==> src/rtl/reg_write_arb.sv <==
// reg_write_arb -- round-robin arbiter that merges four register write
// requesters onto two register-file write ports with a registered grant.
//
// Ports:
//   clk, rst_n                     clock, asynchronous active-low reset
//   req[NREQ]                      write request per requester (held until ack)
//   req_addr[NREQ][4]              target register address per requester
//   req_data[NREQ][N]              write data per requester
//   ack[NREQ]                      one-cycle acknowledge, exactly the set granted last cycle
//   write_address/data/enable      register-file write port 1
//   write_address2/data2/enable2   register-file write port 2
//   pc_update, pc_write            PC write port (tied to 0 unless ARB_PC_PORT_EN)
//   busy                           a request is pending that is not acknowledged this cycle
//
// Optional feature macro: ARB_PC_PORT_EN -- routes address-15 requests to the
// PC write port, granted independently of ports 1/2.

module reg_write_arb #(
   parameter int N    = 32,
   parameter int NREQ = 4
) (
   input  logic                     clk,
   input  logic                     rst_n,
   input  logic [NREQ-1:0]          req,
   input  logic [NREQ-1:0][3:0]     req_addr,
   input  logic [NREQ-1:0][N-1:0]   req_data,
   output logic [NREQ-1:0]          ack,
   output logic [3:0]               write_address,
   output logic [N-1:0]             write_data,
   output logic                     write_enable,
   output logic [3:0]               write_address2,
   output logic [N-1:0]             write_data2,
   output logic                     write_enable2,
   output logic [N-1:0]             pc_update,
   output logic                     pc_write,
   output logic                     busy
);

   logic [1:0]      ptr;
   logic [NREQ-1:0] elig;       // eligible for ports 1/2
   logic [NREQ-1:0] elig_pc;    // eligible for the PC port
   logic [NREQ-1:0] grant;
   logic            g1_v, g2_v, pc_v;
   logic [1:0]      g1, g2, pc_idx;
   logic [1:0]      last_off;
   logic [1:0]      ptr_next;

   // The ack register doubles as the mask: a requester acknowledged this
   // cycle has not yet dropped its request and must not be granted again.
`ifdef ARB_PC_PORT_EN
   logic [NREQ-1:0] is_pc;
   always_comb begin
      is_pc = '0;
      for (int unsigned i = 0; i < NREQ; i++) is_pc[i] = (req_addr[i] == 4'hF);
   end
   assign elig    = req & ~ack & ~is_pc;
   assign elig_pc = req & ~ack & is_pc;
`else
   assign elig    = req & ~ack;
   assign elig_pc = '0;
`endif

   // Single pass in search order from ptr. Grants are found in increasing
   // offset, so the last grant seen is the one the pointer moves past.
   always_comb begin
      logic [1:0] idx;
      idx      = '0;
      g1_v     = 1'b0;
      g2_v     = 1'b0;
      pc_v     = 1'b0;
      g1       = '0;
      g2       = '0;
      pc_idx   = '0;
      last_off = '0;
      grant    = '0;
      for (int unsigned k = 0; k < NREQ; k++) begin
         idx = ptr + 2'(k);
         if (elig[idx]) begin
            if (!g1_v) begin
               g1_v     = 1'b1;
               g1       = idx;
               last_off = 2'(k);
               grant[idx] = 1'b1;
            end else if (!g2_v && (req_addr[idx] != req_addr[g1])) begin
               g2_v     = 1'b1;
               g2       = idx;
               last_off = 2'(k);
               grant[idx] = 1'b1;
            end
         end
         if (elig_pc[idx] && !pc_v) begin
            pc_v     = 1'b1;
            pc_idx   = idx;
            last_off = 2'(k);
            grant[idx] = 1'b1;
         end
      end
      ptr_next = ptr + last_off + 2'd1;
   end

   always_ff @(posedge clk or negedge rst_n) begin
      if (!rst_n) begin
         ptr            <= '0;
         ack            <= '0;
         write_enable   <= 1'b0;
         write_address  <= '0;
         write_data     <= '0;
         write_enable2  <= 1'b0;
         write_address2 <= '0;
         write_data2    <= '0;
      end else begin
         ack           <= grant;
         write_enable  <= g1_v;
         write_enable2 <= g2_v;
         if (g1_v) begin
            write_address <= req_addr[g1];
            write_data    <= req_data[g1];
         end
         if (g2_v) begin
            write_address2 <= req_addr[g2];
            write_data2    <= req_data[g2];
         end
         if (g1_v || pc_v) ptr <= ptr_next;
      end
   end

`ifdef ARB_PC_PORT_EN
   always_ff @(posedge clk or negedge rst_n) begin
      if (!rst_n) begin
         pc_write  <= 1'b0;
         pc_update <= '0;
      end else begin
         pc_write <= pc_v;
         if (pc_v) pc_update <= req_data[pc_idx];
      end
   end
`else
   assign pc_write  = 1'b0;
   assign pc_update = '0;
`endif

   assign busy = |(req & ~ack);

endmodule

==> config.mk <==
export PLATFORM = sky130hd
export DESIGN_NAME = reg_write_arb
export DESIGN_NICKNAME = d
export VERILOG_FILES = /design/src/rtl/reg_write_arb.sv
export SDC_FILE = /design/constraint.sdc
export NUM_CORES = 1
export LEC_CHECK = 0
export CAP_MARGIN = 20
export CORE_AREA = 2 2 180 111
export CTS_BUF_LIST = sky130_fd_sc_hd__clkbuf_16
export CTS_CLUSTER_DIAMETER = 40
export DETAILED_ROUTE_END_ITERATION = 8
export DIE_AREA = 0 0 182 113
export GPL_ROUTABILITY_DRIVEN = 0
export PLACE_DENSITY = 0.71
export SLEW_MARGIN = 10
export SYNTH_ARGS = -nofsm -noshare
export SYNTH_HDL_FRONTEND = slang
export SYNTH_SLANG_ARGS = --single-unit
==> constraint.sdc <==
create_clock -name clk -period 5.5 [get_ports clk]
set_clock_uncertainty 0.15 [all_clocks]
set_input_delay 1.1 -clock clk [delete_from_list [all_inputs] [get_ports clk]]
set_output_delay 1.1 -clock clk [all_outputs]
set_load 0.005 [all_outputs]
# --- Word-level counts from Yosys, hierarchy flattened ---
# Cells that the tools add are included.
word_totals:
  elab_cells: 157
  register_bits: 80
  output_inout_bits: 112
  input_bits: 150
op_classes:
  bitwise_logic: 9
  order_cmp: 13
  eq_ne: 3
  n_addsub: 5
  reduce_logical: 16
  n_mux: 103
op_table:
  columns: ["operator", "count"]
  rows:
  - ["binary-select mux 32 bit (select 2 bit)", 2]
  - ["two-way mux 4 bit", 22]
  - ["binary-select mux 4 bit (select 2 bit)", 8]
  - ["two-way mux 32 bit", 2]
  - ["two-way mux 2 bit", 25]
  - ["two-way mux 1 bit", 32]
  - ["OR 4 bit", 7]
  - ["< comparator 2 x 3 -> 1 bit, second input constant", 9]
  - ["binary-select mux 1 bit (select 2 bit)", 8]
  - ["inequality test 4 bit", 3]
  - ["logical AND 1 bit", 9]
  - ["demux 1 bit (select 2 bit)", 4]
  - ["greater-or-equal comparator 2 x 1 -> 1 bit, second input constant", 4]
  - ["zero test 1 bit", 5]
  - ["adder 2 x 1 -> 2 bit, second input constant", 2]
  - ["adder 2 bit, second input constant", 2]
  - ["AND 4 bit", 1]
  - ["NOT 4 bit", 1]
  - ["OR reduction 4 bit", 1]
  - ["adder 2 bit", 1]
  - ["logical OR 1 bit", 1]

# --- Longest topological paths before layout ---
# Gate-level depths: netlist of the first run.
depth:
  word_depth: 25
  mapped_depth: 21
  depth_no_buf: 17

# --- Least setup slack after synthesis of the first run ---
# No wires, ideal clock.
synth_path:
  path_type: "register to register"
  startpoint: "register ptr[0]"
  endpoint: "register write_data2[3]"
  path_buffers: 4
  setup_time_ps: 140
  path_slack_ps: 305
  arrival_time_ps: 4905
  t_required_ps: 5210
  stages_incl_launch_ff: 18
  synth_period_minus_slack_ps: 5195
  path_cell_list: "dfrtp_1 buf_2 inv_1 buf_1 ha_1 buf_4 inv_2 mux4_2 or3_4 mux2i_4 mux4_2 xnor2_1 o2111ai_1 o21a_2 a311oi_4 buf_6 mux2i_1 a211oi_1"
synth_via:
  elab_chain_len: 21
  elab_cells_between_ends: 58
  cone_classes: "add/sub (3); eq/ne (3); mux (48); reduce/logical (4)"
synth_lines:
  columns: ["element", "line", "text"]
  rows:
  - ["start, declared", "39", "logic [1:0] ptr;"]
  - ["start signal, assigned", "123", "if (g1_v || pc_v) ptr <= ptr_next;"]
  - ["binary-select mux 1 bit (select 2 bit)", "78", "if (elig[idx]) begin"]
  - ["two-way mux 1 bit (not written as such)", "78", null]
  - ["two-way mux 2 bit", "78", null]
  - ["binary-select mux 4 bit (select 2 bit)", "84", "end else if (!g2_v && (req_addr[idx] != req_addr[g1])) begin"]
  - ["two-way mux 4 bit (not written as such)", "84", null]
  - ["inequality test 4 bit", "84", null]
  - ["two-way mux 1 bit", "84", null]
  - ["two-way mux 1 bit", "79", "if (!g1_v) begin"]
  - ["(+5 left out)", null, null]
  - ["two-way mux 1 bit", "78", null]
  - ["zero test 1 bit", "84", null]
  - ["logical AND 1 bit", "84", null]
  - ["two-way mux 2 bit", "84", null]
  - ["two-way mux 2 bit", "79", null]
  - ["two-way mux 2 bit", "78", null]
  - ["binary-select mux 32 bit (select 2 bit)", "121", "write_data2 <= req_data[g2];"]
  - ["two-way mux 32 bit (not written as such)", "121", null]
  - ["end signal, assigned", "121", null]
  - ["end, declared", "32", "output logic [N-1:0] write_data2,"]
# Parallel ways exist; a longest one is shown, timed or not. The select of a mux whose other input is x is not followed.
# A chain may end at the register's enable or synchronous reset.

# --- Worst setup path in the final report of the first run ---
layout_path:
  startpoint: "input port req[0]"
  endpoint: "register write_data2[1]"
layout_via:
  elab_chain_len: 22
  elab_cells_between_ends: 50
  cone_classes: "eq/ne (3); mux (42); bitwise (1); reduce/logical (4)"
layout_lines:
  columns: ["element", "line", "text"]
  rows:
  - ["start, declared", "24", "input logic [NREQ-1:0] req,"]
  - ["AND 4 bit *", "59", "assign elig = req & ~ack;"]
  - ["binary-select mux 1 bit (select 2 bit)", "78", null]
  - ["two-way mux 1 bit (not written as such)", "78", null]
  - ["two-way mux 2 bit", "78", null]
  - ["binary-select mux 4 bit (select 2 bit)", "84", null]
  - ["two-way mux 4 bit (not written as such)", "84", null]
  - ["inequality test 4 bit", "84", null]
  - ["two-way mux 1 bit", "84", null]
  - ["(+6 left out)", null, null]
  - ["two-way mux 1 bit", "78", null]
  - ["zero test 1 bit", "84", null]
  - ["logical AND 1 bit", "84", null]
  - ["two-way mux 2 bit", "84", null]
  - ["two-way mux 2 bit", "79", null]
  - ["two-way mux 2 bit", "78", null]
  - ["binary-select mux 32 bit (select 2 bit)", "121", null]
  - ["two-way mux 32 bit (not written as such)", "121", null]
# Every way passes the cells marked *; elsewhere a longest branch is shown, timed or not. The select of a mux whose other input is x is not followed.

==> impl_metrics.csv, run 1 <==
group,metric,value,unit
routing,dr.first_iter.drc_count,614,
routing,firstDrtPassIters,5,
logic_synthesis,synth_seq_area_share,26.8,%
routing,drt_wl_total,26000,um
logic_synthesis,synthTopCellsByArea,"dfrtp_1 27%, mux2i_1 11%, a211oi_1 7.1%, mux4_2 5.7%, mux2_2 5.3%",
final_layout,layout-drive-gt1-share,13.1,%
logic_synthesis,synth.cell_area,0.00747,mm^2
routing,vias,7637,
logic_synthesis,ys_ff_latch,80,
die,start_util,39.7,%
logic_synthesis,syn_avg_cell_area,8.70,um^2
logic_synthesis,synth_ff_type,"dfrtp_1",
placement,port_buffers,228,
logic_synthesis,synth_edf_count,0,
timing,max_slew_margin,41.7,%
timing,min_period_over_period,95.5,%
timing,max_clock_freq,0.190,GHz
clocking,insertion_delay,0.33,ns
clocking,cts.sinks,80,
global_route,grt_pass1_wl,41200,um
clocking,clk_pin_slew,0.07,ns
logic_synthesis,async_flop_share,100,%
routing,wl_per_cell,19.6,um
logic_synthesis,synth_top_cell_area_share,26.8,%
timing,hold_violations,0,
critical_path,max_stage_delay,0.54,ns
global_route,met1_usage,37.0,%
critical_path,cp.required,5.55,ns
critical_path,path_common_cell,"mux4_2",
die,dieArea,0.0206,mm^2
global_route,grt-ovfl-total,0,
final_layout,final_common_cell,"clkdlybuf4s50_1",
global_route,grt_max_degree,74,
logic_synthesis,yosysTopAreaCell,"dfrtp_1",
global_route,grt_use_met3,7.08,%
critical_path,cp-end-kind,"flip-flop",
die,io_pins,262,
die,core_area,0.0188,mm^2
final_layout,diodes,0,
clocking,cts_hold_buf,0,
clocking,cts_made_buffers,9,
routing,viasPerCell,5.75,
clocking,cts_resized,0,
clocking,htreeDepth,3,
clocking,cts_root_buffer,"clkbuf_16",
final_layout,layout_common_cells,"227 x clkdlybuf4s50_1, 84 x mux2i_1, 82 x nor2_1",
critical_path,cp_max_fo,16,
timing,drv_slew,0,
logic_synthesis,synthDistinctLibCells,61,
clocking,cts_tree,"done",
global_route,busiest_layer,"met2",
final_layout,area_delta_synth_final,40.0,%
placement,hpwl,19500,um
global_route,grtUsageMet2,37.4,%
clocking,post_cts_buffers,0,
logic_synthesis,synthCells,858,
timing,post-route-min-period,5.26,ns
final_layout,nets,1233,
global_route,track_usage,25.1,%
routing,ant_nets,0,
outcome,status,"completed",
logic_synthesis,ys.warnings.count,0,
global_route,antenna_found_initial,0,
routing,drc_errors,0,
critical_path,cp.arrival,5.30,ns
clocking,ctsLongestPathBuffers,2,
timing,finalSetupTns,0,ns
die,die_y,113,um
run,drv_cap,0,
critical_path,cp-start-kind,"input port",
critical_path,crit_chain,"clkdlybuf4s50_1, nor2b_1, mux4_2, or3_4, mux2i_4, mux4_2, xnor2_1, o2111ai_1, o21a_2, a31o_2, buf_4, a2111oi_1, a211oi_1",
critical_path,crit_type,"in2reg",
global_route,grt_pass1_vias,7250,
timing,finalSetupViolations,0,
die,num_rows,39,
timing,rsz0062_at_grt,"no",
final_layout,final_util,55.5,%
timing,worstMarginPinSlew,0.872,ns
min_path,hp-class,"reg2reg",
die,die_w,182,um
critical_path,slowest_stage,"mux4_2",
[Yosys cell counts (all sizes together) (7+ instances only)]
| library cell | instances |
|---|---|
| a22o | 33 |
| inv | 50 |
| dfrtp | 80 |
| clkbuf | 51 |
| nand2 | 58 |
| mux4 | 19 |
| a2111oi | 35 |
| xor2 | 7 |
| buf | 55 |
| a211oi | 71 |
| nor3 | 7 |
| nor2 | 84 |
| xnor2 | 12 |
| o21ai | 50 |
| mux2i | 86 |
| a21oi | 45 |
| mux2 | 35 |
[metal layers]
layer	wire length (um)	up-vias
met5	0	-
met4	179	0
met3	2490	18
met2	10900	351
met1	12400	3692
li1	-	3576
[cells by family after synthesis]
family / count (synthesis) / share of synthesized area, %
DFF: 80 / 26.8
muxes: 140 / 22.9
adders and majority gates: 6 / 1.01
and+or+nand+nor: 184 / 10.8
buffers and inverters: 156 / 10.2
AOI/OAI and AO/OA: 272 / 26.1
other: 1 / 0.0502
xor gates and xnor gates: 19 / 2.23
[final timing paths]
path                            slack [ns]           from          endpoint  cells past startpoint
worst max-delay path                  0.24         req[0]    write_data2[1]                     13
worst min-delay path                  0.33  write_data[8]     write_data[8]                      2
worst max register to register        0.78         ptr[0]    write_data2[1]                     14
worst min register to register        0.33  write_data[8]     write_data[8]                      2
max in group asynchronous             3.58          rst_n  write_address[3]                      2
min in group asynchronous             0.63          rst_n            ack[2]                      1
[sequential cells by signal (all words and copies together) (netlist names)]
register / flops
ack: 4
ptr: 2
write_address: 4
write_address2: 4
write_data: 32
write_data2: 32
write_enable: 1
write_enable2: 1
[area by class of cell]
class	instances	area (um^2)
clock buffers	9	225
fillers	1715	8380
clock inverters	7	93.8
multi-input cells	654	4880
flip-flops and latches	80	2000
repair buffers	282	2760
well taps	246	308
inverters	50	188
[through the flow]
step	cell area, um^2	std cells	hold WS (ns)	setup slack [ns]
floorplan	7590	890	0.323	0.305
global placement	10100	1312	0.312	-0.0805
detailed placement	10100	1312	0.321	-0.112
CTS	10500	1328	0.336	0.220
global route	10500	1328	0.348	0.00868
finish	10500	1328	0.329	0.245
[critical path, delay by kind of cell]
family	cells	cell delay, ns
AO/OA/AOI/OAI	5	1.42
multiplexers	3	1.31
AND/OR/NAND/NOR	2	0.63
buffers and inverters	2	0.64
XOR/XNOR	1	0.17
Power of run 1 is left out: the tool's default activity adds up to more than one toggle a clock period on the data nets, which glitch-free logic cannot reach.
==> run 2, diff against run 1 <==
CORE_AREA = 2 2 227 139   (was 2 2 180 111)
DIE_AREA = 0 0 229 141   (was 0 0 182 113)
PLACE_DENSITY = 0.48   (was 0.71)
==> run 2 against run 1 <==
Net effect: first-iteration DRC count decreased by 12%; critical path depth increased by 1; final cell count up 14%; maximum frequency up 1.4%; utilization decreased by 20 points; count of clock-buffer cells in the layout is the same; worst hold slack better by 0.0049 ns; non-clock buffer count is 13 higher; register-to-register slack better by 0.07 ns; sequential share of layout area is 0.72 points lower; critical path type unchanged; largest cell class unchanged; highest routed layer unchanged.
==> impl_metrics.csv, run 2 (synthesis results as in run 1) <==
group,metric,value,unit
global_route,grt_pass1_vias,7408,
timing,max_slew_margin,47.9,%
final_layout,area_delta_synth_final,45.5,%
timing,worstMarginPinSlew,0.781,ns
global_route,grt-ovfl-total,0,
final_layout,diodes,0,
clocking,post_cts_buffers,0,
routing,dr.first_iter.drc_count,541,
routing,wl_per_cell,21.0,um
critical_path,cp_max_fo,6,
final_layout,layout_common_cells,"227 x clkdlybuf4s50_1, 84 x mux2i_1, 82 x nor2_1",
timing,finalSetupTns,0,ns
die,dieArea,0.0323,mm^2
final_layout,final_cells,1512,
timing,drv_slew,0,
routing,ant_nets,0,
timing,hold_violations,0,
timing,post-route-min-period,5.18,ns
clocking,cts_root_buffer,"clkbuf_16",
die,num_rows,50,
run,drv_cap,0,
routing,viasPerCell,4.99,
placement,hpwl,22500,um
clocking,ctsLongestPathBuffers,2,
critical_path,crit_type,"in2reg",
die,core_area,0.0305,mm^2
placement,port_buffers,228,
timing,min_period_over_period,94.2,%
routing,drt_wl_total,31700,um
critical_path,cp.arrival,5.27,ns
outcome,status,"completed",
routing,firstDrtPassIters,4,
min_path,hp-class,"reg2reg",
final_layout,layout-drive-gt1-share,14.5,%
timing,finalSetupViolations,0,
placement,dp.cells,1495,
critical_path,cp-start-kind,"input port",
die,start_util,24.5,%
critical_path,cp-end-kind,"flip-flop",
final_layout,top_regs,"write_data2 x32, write_data x32",
clocking,cts.sinks,80,
global_route,grt_pass1_wl,47400,um
clocking,clk_pin_slew,0.08,ns
final_layout,fillerInstances,3179,
final_layout,final_common_cell,"clkdlybuf4s50_1",
global_route,grt_max_degree,74,
global_route,antenna_found_initial,1,
die,die_y,141,um
clocking,insertion_delay,0.35,ns
die,io_pins,262,
clocking,cts_made_buffers,9,
die,die_w,229,um
global_route,track_usage,19.2,%
critical_path,cp.required,5.59,ns
clocking,htreeDepth,3,
final_layout,nets,1247,
routing,drc_errors,0,
clocking,cts_tree,"done",
routing,vias,7546,
timing,max_clock_freq,0.193,GHz
timing,rsz0062_at_grt,"no",
## run 2: critical path, stage by stage
cell and delay (ns):
clkdlybuf4s50_1 0.48, buf_4 0.11, nand2b_1 0.08, mux4_2 0.50, or3_4 0.41, mux2i_4 0.25, mux4_2 0.54, xnor2_1 0.15
o2111ai_1 0.18, o21a_2 0.30, a311o_1 0.42, a2111oi_0 0.50, buf_4 0.19, a211oi_1 0.04
## run 2: worst paths after layout
path	from	to	slack (ns)	cells past startpoint
setup / recovery	req[0]	write_address2[3]	0.32	14
hold reg to reg	write_data[11]	write_data[11]	0.33	2
setup reg to reg	ptr[0]	write_address2[3]	0.85	14
min in group asynchronous	rst_n	ack[1]	0.58	1
max in group asynchronous	rst_n	write_data[30]	3.56	2
hold / removal	write_data[11]	write_data[11]	0.33	2
## run 2: area by class of cell
| type | instances | area (um^2) | share of cell area (%) |
|---|---|---|---|
| well taps | 416 | 520 | 4.79 |
| clock inverters | 7 | 101 | 0.933 |
| repair buffers | 295 | 2930 | 27.0 |
| inverters | 50 | 188 | 1.73 |
| multi-input cells | 655 | 4890 | 45.0 |
| clock buffers | 9 | 225 | 2.07 |
| flip-flops and latches | 80 | 2000 | 18.4 |
## run 2: timing repair
action                                  in CTS  in global routing
gates resized for setup                      0                  1
hold buffers                                 0                  0
endpoints found under the setup margin       0                  3
## run 2: metrics by stage
| step | setup WS, ns | util (%) | area [um^2] | hold slack [ns] |
|---|---|---|---|---|
| after floorplan | 0.305 | - | 7590 | 0.323 |
| after global placement | -0.0817 | 34.5 | 10500 | 0.318 |
| after detailed placement | -0.141 | 34.5 | 10500 | 0.324 |
| after CTS | 0.250 | 35.5 | 10900 | 0.340 |
| after global routing | 0.0730 | 35.6 | 10900 | 0.365 |
| final | 0.318 | 35.6 | 10900 | 0.334 |
## run 2: metal layers
metal	wire, um	vias up	GRT usage (%)
met5	0	-	0
met2	13000	270	27.3
met4	291	0	3.42
li1	-	3603	-
met1	16000	3658	28.4
met3	2450	15	6.03
Power of run 2 is left out for the same reason.
==> run 3, diff against run 2 <==
ABC_AREA = 1   (was unset)
==> run 3 against run 2 <==
Net effect: final cell count grew 22%; setup slack better by 0.47 ns; non-clock buffer count down 40; via count up 15%; area after synthesis about the same; synthesized cell count is 44% higher; critical path type unchanged.
==> impl_metrics.csv, run 3 <==
group,metric,value,unit
critical_path,path_common_cell,"nand2_1",
die,start_util,24.5,%
logic_synthesis,synthTopCellsByArea,"dfrtp_1 27%, nand2_1 21%, nand3_1 14%, inv_1 8.9%, o211ai_1 7.2%",
min_path,hp-start,"write_data2[8]",
final_layout,top_regs,"write_data2 x32, write_data x32",
clocking,cts.sinks,80,
routing,wl_per_cell,17.6,um
timing,max_clock_freq,0.212,GHz
critical_path,crit_type,"in2reg",
logic_synthesis,synthTopCellsByCount,"424 x nand2_1, 203 x nand3_1, 178 x inv_1",
logic_synthesis,async_flop_share,100,%
clocking,cts_made_buffers,9,
clocking,clk_pin_slew,0.07,ns
final_layout,layout_common_cells,"422 x nand2_1, 227 x clkdlybuf4s50_1, 203 x nand3_1",
critical_path,max_stage_delay,0.50,ns
routing,drc_errors,0,
run,drv_cap,0,
global_route,grt-ovfl-total,0,
logic_synthesis,ys.warnings.count,0,
timing,holdWs,0.328,ns
critical_path,critPathTopFamily,"simple AND/OR/NAND/NOR gates",
clocking,htreeDepth,3,
logic_synthesis,syn_avg_cell_area,6.05,um^2
logic_synthesis,synthDistinctLibCells,32,
placement,hpwl,23100,um
min_path,hp-class,"reg2reg",
routing,firstDrtPassIters,5,
clocking,cts_hold_buf,0,
routing,vias,8643,
logic_synthesis,ys_ff_latch,80,
final_layout,layout-drive-gt1-share,4.90,%
logic_synthesis,yosysTopAreaCell,"dfrtp_1",
timing,rsz0062_at_grt,"no",
timing,hold_violations,0,
clocking,post_cts_buffers,0,
final_layout,stdcell_area,0.0104,mm^2
logic_synthesis,synthCells,1234,
timing,post-route-min-period,4.71,ns
die,die_y,141,um
clocking,ctsLongestPathBuffers,2,
critical_path,cp_max_fo,15,
critical_path,crit_start,"req[3]",
clocking,cts_resized,0,
routing,dr.first_iter.drc_count,589,
die,num_rows,50,
critical_path,cp-end-kind,"flip-flop",
die,io_pins,262,
critical_path,slowest_stage,"clkdlybuf4s50_1",
routing,drt_wl_total,32500,um
die,core_area,0.0305,mm^2
critical_path,cp.required,5.66,ns
global_route,grt_pass1_wl,49100,um
routing,ant_nets,0,
timing,finalSetupTns,0,ns
final_layout,final_common_cell,"nand2_1",
logic_synthesis,yosysMostFrequentCell,"nand2_1",
logic_synthesis,synth.cell_area,0.00747,mm^2
timing,drv_slew,0,
final_layout,area_delta_synth_final,39.2,%
placement,placed_cell_area,0.0101,mm^2
die,die_w,229,um
global_route,grt_pass1_vias,7945,
timing,max_slew_margin,36.2,%
final_layout,diodes,0,
logic_synthesis,synth_edf_count,0,
placement,port_buffers,228,
die,dieArea,0.0323,mm^2
critical_path,path_buf_inv,4,
critical_path,r2r-start,"ptr[0]",
logic_synthesis,synth_top_cell_area_share,26.8,%
routing,viasPerCell,4.68,
clocking,cts_root_buffer,"clkbuf_16",
global_route,grt_max_degree,78,
timing,worstMarginPinSlew,0.957,ns
logic_synthesis,synth_seq_area_share,26.8,%
outcome,status,"completed",
clocking,insertion_delay,0.36,ns
global_route,track_usage,20.0,%
timing,min_period_over_period,85.6,%
timing,finalSetupViolations,0,
critical_path,cp.arrival,4.87,ns
final_layout,nets,1583,
global_route,antenna_found_initial,1,
logic_synthesis,synth_ff_type,"dfrtp_1",
clocking,cts_tree,"done",
critical_path,cp-start-kind,"input port",
==> run 3: logic make-up (layout without fill, tap and decap cells) <==
kind of cell    count (synthesis)  count (layout)  share of synthesized area, %
xor+xnor                        4               4                         0.469
simple gates                  688             688                          38.9
fa+ha+maj                       6               6                          1.00
other cells                     1              33                        0.0502
flops                          80              80                          26.8
buf+inv                       289             453                          17.6
compound gates                166             166                          15.2
==> run 3: final timing paths <==
path,end,slack (ns),cells past startpoint
max,write_data2[28],0.79,26
min in group asynchronous,write_data[28],0.67,1
max in group asynchronous,write_data2[23],3.53,2
max reg2reg,write_data2[28],1.17,24
min reg2reg,write_data2[8],0.33,2
min,write_data2[8],0.33,2
==> run 3: through the flow <==
step / std cells / util, % / setup WS, ns
after detailed placement: 1832 / 33.2 / 0.475
final: 1846 / 34.1 / 0.790
after floorplan: 1266 / - / 1.48
after CTS: 1846 / 34.1 / 0.870
after global placement: 1832 / 33.2 / 0.489
after global routing: 1846 / 34.1 / 0.451
==> run 3: layout make-up <==
type / instances / area, um^2
clock inverters: 5 / 51.3
clock buffers: 9 / 225
flip-flops and latches: 80 / 2000
well taps: 416 / 520
inverters: 184 / 691
multi-input cells: 897 / 4310
repair buffers: 255 / 2590
fillers: 3403 / 20100
==> run 3: worst register-to-register path, cell delays in order, from the launching register on <==
cell and delay, ns:
dfrtp_1 0.39, inv_2 0.29, ha_1 0.45, inv_1 0.15, nand3_1 0.17, nand2_2 0.18
nand2_2 0.13, nand2_2 0.21, nand2_1 0.08, nand3_1 0.10, nand2_1 0.06, nand2_1 0.06
nand2_1 0.07, nor2_1 0.21, nand2_1 0.14, nand2_1 0.08, nand2_1 0.05, nand2_1 0.16
nand3_4 0.16, o21ai_4 0.49, buf_12 0.24, nand3_1 0.09, nand2_1 0.06, nand2_1 0.04
nand2_1 0.08
==> run 3: layer usage <==
layer	part of all wire, %	vias to the layer above	routed length, um	GRT usage, %
met2	41	289	13300	29.0
met3	6.7	13	2160	4.94
met5	0.049	-	16	0
met4	0.58	2	188	2.43
met1	52	4023	16800	30.3
li1	-	4316	-	-
Power of run 3 is left out for the same reason.
